### src/rtl/decoder_pipe.sv
// decoder_pipe: binary selector decoder (one-hot or thermometer) behind a
// 2-entry elastic FIFO with valid/ready handshakes on both sides.
//
// Parameters
//   SEL_W    selector width in bits (1..8)
//   NUM_OUT  number of decoded outputs (2..2**SEL_W)
// Ports
//   clk        rising-edge clock
//   rst        asynchronous active-high reset
//   in_valid   upstream request present
//   in_ready   block can accept a request (depends on registered state only)
//   in_sel     binary selector code
//   in_mode    0 = one-hot, 1 = thermometer
//   out_valid  out_y/out_err hold the oldest decoded result
//   out_ready  downstream accepts the current result
//   out_y      decoded vector
//   out_err    selector was >= NUM_OUT (out_y forced to 0)
//   count_o    16-bit wrapping pop counter (only with DECODER_PIPE_COUNT_EN)
//
// Build option: define DECODER_PIPE_COUNT_EN to add the count_o port.
module decoder_pipe #(
  parameter int unsigned SEL_W   = 3,
  parameter int unsigned NUM_OUT = 8
) (
  input  logic               clk,
  input  logic               rst,
  input  logic               in_valid,
  output logic               in_ready,
  input  logic [SEL_W-1:0]   in_sel,
  input  logic               in_mode,
  output logic               out_valid,
  input  logic               out_ready,
  output logic [NUM_OUT-1:0] out_y,
`ifdef DECODER_PIPE_COUNT_EN
  output logic [15:0]        count_o,
`endif
  output logic               out_err
);

  typedef enum logic [1:0] {
    EMPTY = 2'd0,
    ONE   = 2'd1,
    FULL  = 2'd2
  } state_e;

  state_e               state_q;
  logic [NUM_OUT-1:0]   tail_y_q;
  logic                 tail_err_q;
  logic [NUM_OUT-1:0]   dec_y_d;
  logic                 dec_err_d;
  logic                 push;
  logic                 pop;

  // Handshakes use the registered ready/valid flags only.
  assign push = in_valid & in_ready;
  assign pop  = out_valid & out_ready;

  // Decode the incoming selector; out-of-range codes produce an error entry.
  always_comb begin
    dec_y_d   = '0;
    dec_err_d = 1'b0;
    if (32'(in_sel) >= NUM_OUT) begin
      dec_err_d = 1'b1;
    end else begin
      for (int unsigned i = 0; i < NUM_OUT; i++) begin
        dec_y_d[i] = in_mode ? (i <= 32'(in_sel)) : (i == 32'(in_sel));
      end
    end
  end

  // FIFO control; out_y/out_err are the head entry, tail_* the second entry.
  always_ff @(posedge clk or posedge rst) begin
    if (rst) begin
      state_q    <= EMPTY;
      in_ready   <= 1'b1;
      out_valid  <= 1'b0;
      out_y      <= '0;
      out_err    <= 1'b0;
      tail_y_q   <= '0;
      tail_err_q <= 1'b0;
    end else begin
      case (state_q)
        EMPTY: begin
          if (push) begin
            out_y     <= dec_y_d;
            out_err   <= dec_err_d;
            state_q   <= ONE;
            out_valid <= 1'b1;
            in_ready  <= 1'b1;
          end
        end
        ONE: begin
          if (push && pop) begin
            // Head leaves and the new result takes its place.
            out_y   <= dec_y_d;
            out_err <= dec_err_d;
          end else if (push) begin
            tail_y_q   <= dec_y_d;
            tail_err_q <= dec_err_d;
            state_q    <= FULL;
            in_ready   <= 1'b0;
          end else if (pop) begin
            state_q   <= EMPTY;
            out_valid <= 1'b0;
          end
        end
        FULL: begin
          if (pop) begin
            out_y    <= tail_y_q;
            out_err  <= tail_err_q;
            state_q  <= ONE;
            in_ready <= 1'b1;
          end
        end
        default: begin
          state_q   <= EMPTY;
          in_ready  <= 1'b1;
          out_valid <= 1'b0;
        end
      endcase
    end
  end

`ifdef DECODER_PIPE_COUNT_EN
  // Pop counter, wraps naturally at 16 bits.
  always_ff @(posedge clk or posedge rst) begin
    if (rst) begin
      count_o <= 16'd0;
    end else if (pop) begin
      count_o <= count_o + 16'd1;
    end
  end
`endif

endmodule

### config.mk
export PLATFORM = sky130hd
export DESIGN_NAME = decoder_pipe
export DESIGN_NICKNAME = d
export VERILOG_FILES = /design/src/rtl/decoder_pipe.sv
export SDC_FILE = /design/constraint.sdc
export NUM_CORES = 1
export LEC_CHECK = 0
export ABC_CLOCK_PERIOD_IN_PS = 3650
export CORE_MARGIN = 4
export CORE_UTILIZATION = 54
export DETAILED_ROUTE_END_ITERATION = 10
export HOLD_SLACK_MARGIN = 0.02
export PLACE_DENSITY = 0.82
export SYNTH_ARGS = -nofsm -noshare
export SYNTH_HDL_FRONTEND = slang
export SYNTH_SLANG_ARGS = --single-unit
### constraint.sdc
create_clock -name clk -period 3.65 [get_ports clk]
set_input_delay 0.73 -clock clk [delete_from_list [all_inputs] [get_ports clk]]
set_output_delay 0.73 -clock clk [all_outputs]
set_load 0.01 [all_outputs]
After elaboration in Yosys (flattened, before gate mapping). Index checks and enable logic that the tools add are counted.

Register bits: 21. Bits of input ports: 8. Logic and storage cells: 72.

Magnitude comparators: 7. Equality and inequality tests: 17. Muxes and demuxes: 29. Bitwise logic cells: 4. Reductions and logical operators: 9.

Operators with widths (number): 8-bit 2-to-1 mux (3); 8-bit case mux with 3 select lines (1); 1-bit 2-to-1 mux (16); 2-bit inequality test, second input constant (7); 3-bit == test, first input constant (4); 3-bit <= comparator, first input constant (4); 4-bit AND reduction (3); 2-bit 2-to-1 mux (5); 1-bit case mux with 3 select lines (3); 2-bit by 3-bit == test with 1-bit output, first input constant (2); 2-bit by 3-bit <= comparator with 1-bit output, first input constant (2); 2-bit case mux with 3 select lines (1); 5-bit AND reduction (1); 1-bit by 3-bit == test with 1-bit output, first input constant (1); 1-bit by 3-bit <= comparator with 1-bit output, first input constant (1); 3-bit logical NOT (1); 3-bit inequality test, second input constant (1); 3-bit AND reduction (1); 3-bit nonzero test (1); 1-bit bitwise AND (2); 2-bit by 1-bit == test with 1-bit output, second input constant (1); 2-bit == test, second input constant (1); 2-bit logical NOT (1); 1-bit inverter (2); 1-bit logical AND (1).

Depth between registers and ports, before layout. Gate-level depths: netlist (run 1).

Word-level depth: 5. Gate-level depth with buffers: 6. Depth with buffers taken out: 4.

Worst setup path after synthesis (run 1). OpenSTA, ideal clock, no wires.

Path type: input to register. From: in in_sel[1]. To: reg out_y[5]. Library setup time: 0.125 ns. Data arrival time: 1.704 ns. Data required time: 3.525 ns. Slack: 1.821 ns. Stages: 5. Path buffers: 1. Path through: clkbuf_1 mux2i_1 nor2b_1 mux2_2 mux2_2.

Cells in the longest elaborated chain, start to end: 4. Elaborated cells between the ends (all ways): 6. Those cells by class: order compare (1); eq/ne (1); mux (4).

Ends and longest elaborated chain: start: declaration (line 29) `input logic [SEL_W-1:0] in_sel,`; 3-bit <= comparator / 3-bit == test (equally long branches) (line 66) `dec_y_d[i] = in_mode ? (i <= 32'(in_sel)) : (i == 32'(in_sel));`; 1-bit 2-to-1 mux (*) (line 66); 8-bit 2-to-1 mux, on equally long branches (line 93, 84); 8-bit case mux with 3 select lines (*) (line 82) `case (state_q)`; end signal: assignment (line 85) `out_y <= dec_y_d;`; end signal: assignment (line 95) `out_y <= dec_y_d;`; end signal: assignment (line 109) `out_y <= tail_y_q;`; end: declaration (line 33) `output logic [NUM_OUT-1:0] out_y,`.

Mark *: on every way between the ends. The rest lies on a longest branch, timed or not. The select of a mux whose other input is x is not followed. A chain may end at the register's enable or synchronous reset.

Final worst setup path (run 1).
From: in in_valid. To: reg tail_y_q[5].

Cells in the longest elaborated chain, start to end: 4.

Ends and longest elaborated chain: start: declaration (line 27) `input logic in_valid,`; 1-bit bitwise AND (*) (line 55) `assign push = in_valid & in_ready;`; 1-bit logical AND (line 93) `if (push && pop) begin`; 1-bit inverter (no line); 3-bit AND reduction (no line) (*); end signal: assignment (line 98) `tail_y_q <= dec_y_d;`; end: declaration (line 47) `logic [NUM_OUT-1:0] tail_y_q;`.

Mark *: on every way between the ends. The rest lies on a longest branch, timed or not.

==> run metrics, run 1 <==
arrival time of the worst setup path=about 2.5 ns; clk buf depth=2; Synthesized Nets=111; Hold Path Cell Cnt=2; Mapped Cells=~100; Core Area=1760 µm²; setup violators final=0; fin cells=142; Crit. End Element=flop; detailed placer's ending HPWL=1.35 mm; Boundary Pins=19; final hold slack=just over 0.5 ns; adder-cell share of the synthesized area=0; status=finished, final reports clean; critical path cell sequence=clkdlybuf4s50_1 -> nand2_1 -> nand4bb_1 -> mux2_2; Synth Area in Compound Gates=0.136; largest net degree at the start of global routing=21; Final Net Count=126; Area after DPL=between 1000 and 1500 µm²; Crit Path Max Fanout=15; post-synthesis register bit count=20; num rows=15; max cap viols=0; Resized cells post-CTS=0; initial antenna violation count=0; total wire length=approximately 1.9 mm; worst slew pin tran=0.724 ns; final RePlAce weighted congestion=slightly below 0.8; antenna-violating nets left=0; Initial Util=0.577; CTS H-tree lvls=1; first-pass GRT wire length=between 3 and 4 mm; Port Buffers=17; main combinational cell family by area after synthesis=simple AND/OR/NAND/NOR gates; Mean Syn Cell Area=roughly 9.9 µm²; top_reg_cell synth=dfrtp_1; via count=between 700 and 800; ANT cells=0; fill cell total of the finished layout=roughly 160; Worst path slowest cell=nand4bb_1; worst rel slew slack=0.517; layout cells sized above 1=0.162; Synth Area in XOR/XNOR=0.00860; final instance area=1200 µm²; max-slew violations=0; number of synthesized flops with an enable pin=0; Post-Synth Simple-Gate Area=0.155; # Post-CTS Setup Buffers=0; minimum clock period=2.25 ns; Vert. Die Dim=51.4 µm; Die Area=about 2600 µm²; Async S/R FF share, synth=1.00; Worst Hold Class=reg -> reg; Vias per Instance=~5.4; clock slew at reported path FFs=0.11 ns; cells on worst reg2reg path=3; final number of hold-violating endpoints=0; CP required=3.84 ns; yosys warns=0; CTS tree=yes; setup slack, reg-to-reg=between 1.5 and 2 ns; area grow syn2layout=18.3%; Clk Latency, worst-skew pair=~0.30 ns; RSZ-0062 raised after global routing=no; final cycle utilization of the critical path=0.618; root buf cell=clkbuf_4; DR iter-0 viols=16; Sink Count=20; critical path class=in -> reg; GRT Residual Overflow=0; post-synth cell types=24; pwr dens=between 200 and 300 nW/µm²; mapped cell area=1020 µm²; DR DRC count=0; leak pwr=~0.56 nW; DR WL/cell=between 10 and 15 µm; Fin Setup TNS=0 ns; register area share after synthesis=0.493; worst IR drop on VDD=0.000191 V; Max Freq=about 0.44 GHz; first-pass iteration count of the detailed router=6; Global Route Usage Sum=0.162; vias in the first global route=711; CP peak stage delay=0.60 ns; Layout Skew=roughly 0.0096 ns; startpoint class of the critical path=primary input; post-cts hold buffer count=0; placed cell count=~140; multiplexer share of the synthesized area=0.152; Die W=between 50 and 60 µm; CTS Buf Count=3
-- state kept, by name, summed over array words and instances, names as in the netlist --
register	cells
out_y	8
state_q	2
in_ready	1
out_valid	1
tail_y_q	8
-- layer usage --
metal  share of wire  vias up  routed length [µm]  track usage
met1            0.45      373                 833        0.199
met2            0.50       20                 936        0.269
met5               0        -                   0            0
met3           0.041        2                  77       0.0437
met4          0.0054        0                  10       0.0655
li1                -      378                   -            -
-- area by class of cell --
cell class	instances	area, µm²	share of cell area
inverters	3	11.3	0.00935
well taps	25	31.3	0.0260
clock buffers	4	26.3	0.0218
flip-flops and latches	20	502	0.416
repair buffers	17	170	0.141
multi-input cells	73	464	0.385
-- critical path: cells and delay by family --
family / cells / cell delay [ns]
and+or+nand+nor: 2 / 0.76
muxes: 1 / 0.46
buffers and inverters: 1 / 0.49
-- worst paths after layout --
kind / to / from
max: tail_y_q[5] / in_valid
min: tail_y_q[1] / tail_y_q[1]
max reg2reg: tail_y_q[5] / in_ready
min reg2reg: tail_y_q[1] / tail_y_q[1]
max in group asynchronous: out_y[5] / rst
min in group asynchronous: state_q[0] / rst
-- logic make-up after synthesis --
logic type,after synthesis
AOI/OAI and AO/OA,23
xor gates and xnor gates,1
buffers and inverters,10
DFF,20
muxes,14
other,1
and+or+nand+nor,34
-- power breakdown --
| group | total (mW) | switching (mW) | internal, mW |
|---|---|---|---|
| Clock | 0.109 | 0.0666 | 0.0426 |
| Sequential | 0.222 | 0 | 0.222 |
| Combinational | 0.0296 | 0.0167 | 0.0129 |
| Total | 0.360 | 0.0832 | 0.277 |
-- stage by stage --
| stage | setup slack (ns) | total power, mW | utilization |
|---|---|---|---|
| CTS | 1.41 | 0.363 | 0.683 |
| finish | 1.40 | 0.360 | 0.683 |
| detailed placement | 1.10 | 0.256 | 0.668 |
| global placement | 1.20 | 0.255 | 0.668 |
| floorplan | 1.82 | 0.244 | - |
| global route | 1.27 | 0.379 | 0.683 |
-- Yosys cell counts, types with 2 or more instances --
library cell | n | area (µm²)
nor2_1 | 9 | 33.8
dfrtp_1 | 19 | 475
nor3_1 | 2 | 10.0
nand2_1 | 16 | 60.1
buf_4 | 2 | 15.0
inv_1 | 3 | 11.3
mux2i_1 | 2 | 20.0
a21oi_1 | 7 | 35.0
nor2b_1 | 2 | 12.5
mux2_2 | 12 | 135
clkbuf_1 | 4 | 15.0
o21ai_0 | 11 | 55.1
o22ai_1 | 3 | 18.8
-- layout by cell type, fill, tap and decap left out, drive strengths merged --
cell	count
nor2	9
nand2	16
o22ai	3
clkbuf	4
dfstp	1
nor3	2
clkdlybuf4s50	17
mux2i	2
nor2b	2
xnor2	1
inv	3
nand2b	1
mux2	12
and3b	1
nand3	1
dfrtp	19
a21oi	7
o21ai	12
a31oi	1
nand3b	1
conb	1
nand4bb	1
(Power assumes the default switching activity.)
==> inputs of run 2 (changes only) <==
==> config.mk (replaced) <==
export PLATFORM = sky130hd
export DESIGN_NAME = decoder_pipe
export DESIGN_NICKNAME = d
export VERILOG_FILES = /design/src/rtl/decoder_pipe.sv
export SDC_FILE = /design/constraint.sdc
export NUM_CORES = 1
export LEC_CHECK = 0
export ABC_CLOCK_PERIOD_IN_PS = 2100
export CORE_ASPECT_RATIO = 1.5
export CORE_MARGIN = 4
export CORE_UTILIZATION = 50
export DETAILED_ROUTE_END_ITERATION = 10
export HOLD_SLACK_MARGIN = 0.02
export PLACE_DENSITY = 0.77
export SYNTH_ARGS = -nofsm -noshare
export SYNTH_HDL_FRONTEND = slang
export SYNTH_SLANG_ARGS = --single-unit
==> constraint.sdc (replaced) <==
create_clock -name clk -period 2.1 [get_ports clk]
set_input_delay 0.42 -clock clk [delete_from_list [all_inputs] [get_ports clk]]
set_output_delay 0.42 -clock clk [all_outputs]
set_load 0.01 [all_outputs]
==> run metrics, run 2 (synthesis results as in run 1) <==
status=finished, final reports clean; initial antenna violation count=0 (unchanged); Sink Count=20 (unchanged); final number of hold-violating endpoints=0 (unchanged); most frequent cells in the layout=dfrtp_1 (19), clkdlybuf4s50_1 (17), nand2_1 (16), mux2_2 (12), o21ai_0 (11); max-slew violations=0 (unchanged); fill cell total of the finished layout=159 (+2.6%); Boundary Pins=19 (unchanged); Die Area=2840 µm² (+7.3%); Crit. End Element=output port; ANT cells=0 (unchanged); # Post-CTS Setup Buffers=0 (unchanged); critical path class=reg -> out; max cap viols=0 (unchanged); CP peak stage delay=0.56 ns (-0.04 ns); via count=774 (+0.13%); minimum clock period=around 1.8 ns; Clk Latency, worst-skew pair=0.29 ns (about the same); CTS tree=yes; Final Net Count=128 (+1.6%); total wire length=1.83 mm (-1.5%); RSZ-0062 raised after global routing=no; DR WL/cell=13.1 µm (about the same); commonest non-fill, non-tap cell in the layout=dfrtp_1; final worst-path setup slack=0.294 ns (-1.10 ns); Vias per Instance=5.53 (+1.6%); cell family with most CP delay=flip-flops; Resized cells post-CTS=0 (unchanged); WP buf/inv=1 (unchanged); Layout Skew=0.00543 ns (-0.00414 ns); CTS H-tree lvls=1 (unchanged); dpl ws=0.0713 ns (-1.03 ns); Worst Hold Class=in -> async; critical path cell sequence=clkdlybuf4s50_1; final cycle utilization of the critical path=0.860; leak pwr=0.579 nW (+2.7%); first-pass GRT wire length=3.37 mm (+7.5%); DR iter-0 viols=11 (-5); clk buf depth=2 (unchanged); num rows=19 (+4); largest net degree at the start of global routing=21 (unchanged); Initial Util=0.542 (-0.0350); GRT Residual Overflow=0 (unchanged); startpoint class of the critical path=flop; clock slew at reported path FFs=0.11 ns (about the same); Area after DPL=1190 µm² (+0.85%); final RePlAce weighted congestion=0.741 (-5.5%); Port Buffers=17 (unchanged); post-cts hold buffer count=0 (unchanged); CTS Buf Count=3 (unchanged); Net Sw Power=0.145 mW (+74%); setup violators final=0 (unchanged); biggest regs=out_y x8, tail_y_q x8, state_q x2; first-pass iteration count of the detailed router=4 (-2); antenna-violating nets left=0 (unchanged); DR DRC count=0 (unchanged); clock share of power=0.336 (+0.033); pwr dens=538 nW/µm² (+80%); Die W=44.9 µm (-13%); area grow syn2layout=20.3%; worst IR drop on VDD=0.000418 V (+120%); final instance area=1220 µm² (+1.7%); Seq pwr share=0.584 (-0.031); Internal=0.514 mW (+86%); Worst path slowest cell=dfstp_2; Sw Ratio=0.220 (-0.0109); Core Area=1880 µm² (+6.5%); Max Freq=approximately 0.55 GHz; vias in the first global route=806 (+13%); arrival time of the worst setup path=1.39 ns (-1.06 ns); CP required=1.68 ns (-2.16 ns); layout cells sized above 1=0.185 (+0.0225); detailed placer's ending HPWL=1.34 mm (-1.1%); Crit Path Max Fanout=4 (-11); combinational share of power=0.080 (-0.002); root buf cell=clkbuf_4; Fin Setup TNS=0 ns (unchanged); Vert. Die Dim=63.3 µm (+23%); Global Route Usage Sum=0.154 (-0.00830)
[run 2: changes by cell type in the layout (fill, tap and decap cells not counted)]
cell and change:
buf_4 +2, clkbuf_1 -1, clkbuf_8 +1
[run 2: final timing paths]
path	cells after the start	end	startpoint	slack, ns
min	3	out_valid	rst	0.43
max	1	in_ready	in_ready	0.29
max reg2reg	4	out_y[4]	state_q[0]	0.33
min in group clk	2	tail_y_q[1]	tail_y_q[1]	0.49
min reg2reg	2	tail_y_q[1]	tail_y_q[1]	0.49
max in group asynchronous	3	in_ready	rst	1.40
[run 2: area by class of cell]
type | count | area (µm²) | share of cell area
Clock buffer | 4 | 36.3 | 0.0296
Inverter | 3 | 11.3 | 0.00919
Multi-Input combinational cell | 73 | 464 | 0.379
Sequential cell | 20 | 502 | 0.410
Tap cell | 21 | 26.3 | 0.0215
Timing Repair Buffer | 19 | 185 | 0.151
[run 2: routing by layer]
metal | GRT usage | share of wire | vias up
li1 | - | - | 377
met1 | 0.179 | 0.41 | 370
met3 | 0.0399 | 0.054 | 2
met4 | 0.0696 | 0.0077 | 0
met5 | 0 | 0 | -
met2 | 0.255 | 0.52 | 25
[run 2: through the flow]
stage | hold slack, ns | instances | utilization | total power [mW]
6_report | 0.432 | 140 | 0.652 | 0.659
2_1_floorplan | 0.383 | 103 | - | 0.425
3_3_place_gp | 0.464 | 136 | 0.633 | 0.444
5_1_grt | 0.473 | 140 | 0.652 | 0.683
3_5_place_dp | 0.472 | 136 | 0.633 | 0.446
4_1_cts | 0.442 | 140 | 0.652 | 0.665
[run 2: power by group through the flow]
stage               sequential (mW)  clock, mW  combinational, mW
floorplan                     0.392          0             0.0324
finish                        0.385      0.221             0.0530
detailed placement            0.392          0             0.0534
global placement              0.392          0             0.0517
global route                  0.385      0.238             0.0594
CTS                           0.385      0.226             0.0537
==> RTL edit: new RTL, settings of run 2 <==
`NUM_OUT`: 8 -> 9.
--- a/src/rtl/decoder_pipe.sv
+++ b/src/rtl/decoder_pipe.sv
@@ -20,7 +20,7 @@
 // Build option: define DECODER_PIPE_COUNT_EN to add the count_o port.
 module decoder_pipe #(
   parameter int unsigned SEL_W   = 3,
-  parameter int unsigned NUM_OUT = 8
+  parameter int unsigned NUM_OUT = 9
 ) (
   input  logic               clk,
   input  logic               rst,
Interface: changed (resized out_y); port bits go from 19 to 20. The function was not compared with the original's and may differ.
==> RTL edit against run 2 <==
Synthesized area is 0.86% lower; core utilization up 0.40 points; combinational power fell by 12%; power is 6.1% lower; wire length increased by 7.3%; via count grew 0.52%; setup slack lost 0.025 ns; final cell count is 2.1% higher; final area increased by 0.61%; sequential cell count is the same.
==> RTL edit: results (changes against run 2) <==
INFO  route          first_pass_iteration_count_of_the_detailed_router=4 [unchanged]
INFO  synthesis      seq_area_frac_synth=49.7% [was 49.3%]
INFO  route          wire_length_on_met3=67um [was 99 um]
INFO  global_routing globalRouteMet2Util=27.7% [was 25.5%]
INFO  critical_path  path_max_fanout=5 [was 4]
INFO  synthesis      syn_avg_cell_area=9.80um2 [was 9.89 um2]
INFO  global_routing grt_util_met1=18.6% [was 17.9%]
INFO  synthesis      synth.top_cells.by_area=sky130_fd_sc_hd__dfrtp_1 47%, sky130_fd_sc_hd__mux2_2 13%, sky130_fd_sc_hd__o21ai_0 5.9% [was sky130_fd_sc_hd__dfrtp_1 47%, sky130_fd_sc_hd__mux2_2 13%, sky130_fd_sc_hd__nand2_1 5.9%]
INFO  global_routing gr-usage-met3=2.02% [was 3.99%]
INFO  global_routing grt_pass1_vias=763 [was 806]
INFO  finish         nets_final=131 [was 128]
INFO  place          routabilityCongestion=0.777 [was 0.741]
INFO  route          met2_wire_length=1.06mm [was 958 um]
INFO  synthesis      post_synth_xor_area_fraction=0% [was 0.860%]
INFO  synthesis      synth-compound-area-share=14.1% [was 13.6%]
INFO  timing         clock-skew-final=0.00368ns [was 0.00543 ns]
INFO  critical_path  critical_path.reg2reg.startpoint=state_q[1] [was state_q[0]]
INFO  route          route.layer.met1.wl=795um [was 758 um]
INFO  synthesis      ys_types=26 [was 24]
INFO  synthesis      synthMuxAreaShare=15.4% [was 15.2%]
INFO  power_and_ir_drop leakage=0.569nW [was 0.579 nW]
INFO  global_routing grt_first_pass_wirelength=3.41mm [was 3.37 mm]
INFO  route          route.detailed.vias_per_inst=5.44 [was 5.53]
INFO  route          routed_wirelength=1.96mm [was 1.83 mm]
INFO  finish         antenna-diode-count=0 [unchanged]
INFO  critical_path  kind_of_cell_with_the_highest_combined_delay_on_the_critical_path=flip-flops [unchanged]
INFO  critical_path  rrSetupSlack=0.40ns [was 0.33 ns]
INFO  place          dpl_cell_area=1210um2 [was 1190 um2]
INFO  place          hpwlAfterDp=1.48mm [was 1.34 mm]
INFO  status         run_status=finished, final reports clean [unchanged]
INFO  critical_path  critical_path.reg2reg.endpoint=out_y[3] [was out_y[4]]
INFO  timing         post-route-min-period=1.83ns [was 1.81 ns]
INFO  route          drt_first_iter_violations=18 [was 11]
INFO  synthesis      synthTopCellsByCount=19 x sky130_fd_sc_hd__dfrtp_1, 13 x sky130_fd_sc_hd__nand2_1, 12 x sky130_fd_sc_hd__mux2_2, 12 x sky130_fd_sc_hd__o21ai_0, 9 x sky130_fd_sc_hd__nor2_1 [was 19 x sky130_fd_sc_hd__dfrtp_1, 16 x sky130_fd_sc_hd__nand2_1, 12 x sky130_fd_sc_hd__mux2_2]
INFO  route          routed_wirelength_normalized_by_instance_count=13.7um [was 13.1 um]
INFO  global_routing global_route.usage.total=15.9% [was 15.4%]
INFO  critical_path  worstPathArrival=1.41ns [was 1.39 ns]
INFO  place          dpl.cell_count=139 [was 136]
## RTL edit: cell type report
type,count,area [um2],area share (%)
inverter,2,7.51,0.609
sequential,20,502,40.7
timing repair buffer,21,200,16.2
clock buffer,4,26.3,2.13
tap,21,26.3,2.13
multi-input combinational,75,470,38.2
## RTL edit: metrics by stage
stage | total power, mW | setup TNS (ns) | hold WS, ns
6_report | 0.619 | 0 | 0.430
2_1_floorplan | 0.420 | 0 | 0.383
5_1_grt | 0.643 | 0 | 0.478
3_3_place_gp | 0.438 | 0 | 0.463
4_1_cts | 0.622 | 0 | 0.443
3_5_place_dp | 0.439 | -0.00646 | 0.474
## RTL edit: where the power goes
| part | total, mW | leakage [nW] | switching [mW] | internal, mW |
|---|---|---|---|---|
| registers | 0.385 | 0.271 | 0 | 0.385 |
| clock network | 0.188 | 0.0150 | 0.114 | 0.0741 |
| logic | 0.0468 | 0.283 | 0.0264 | 0.0204 |
| total | 0.619 | 0.569 | 0.140 | 0.480 |
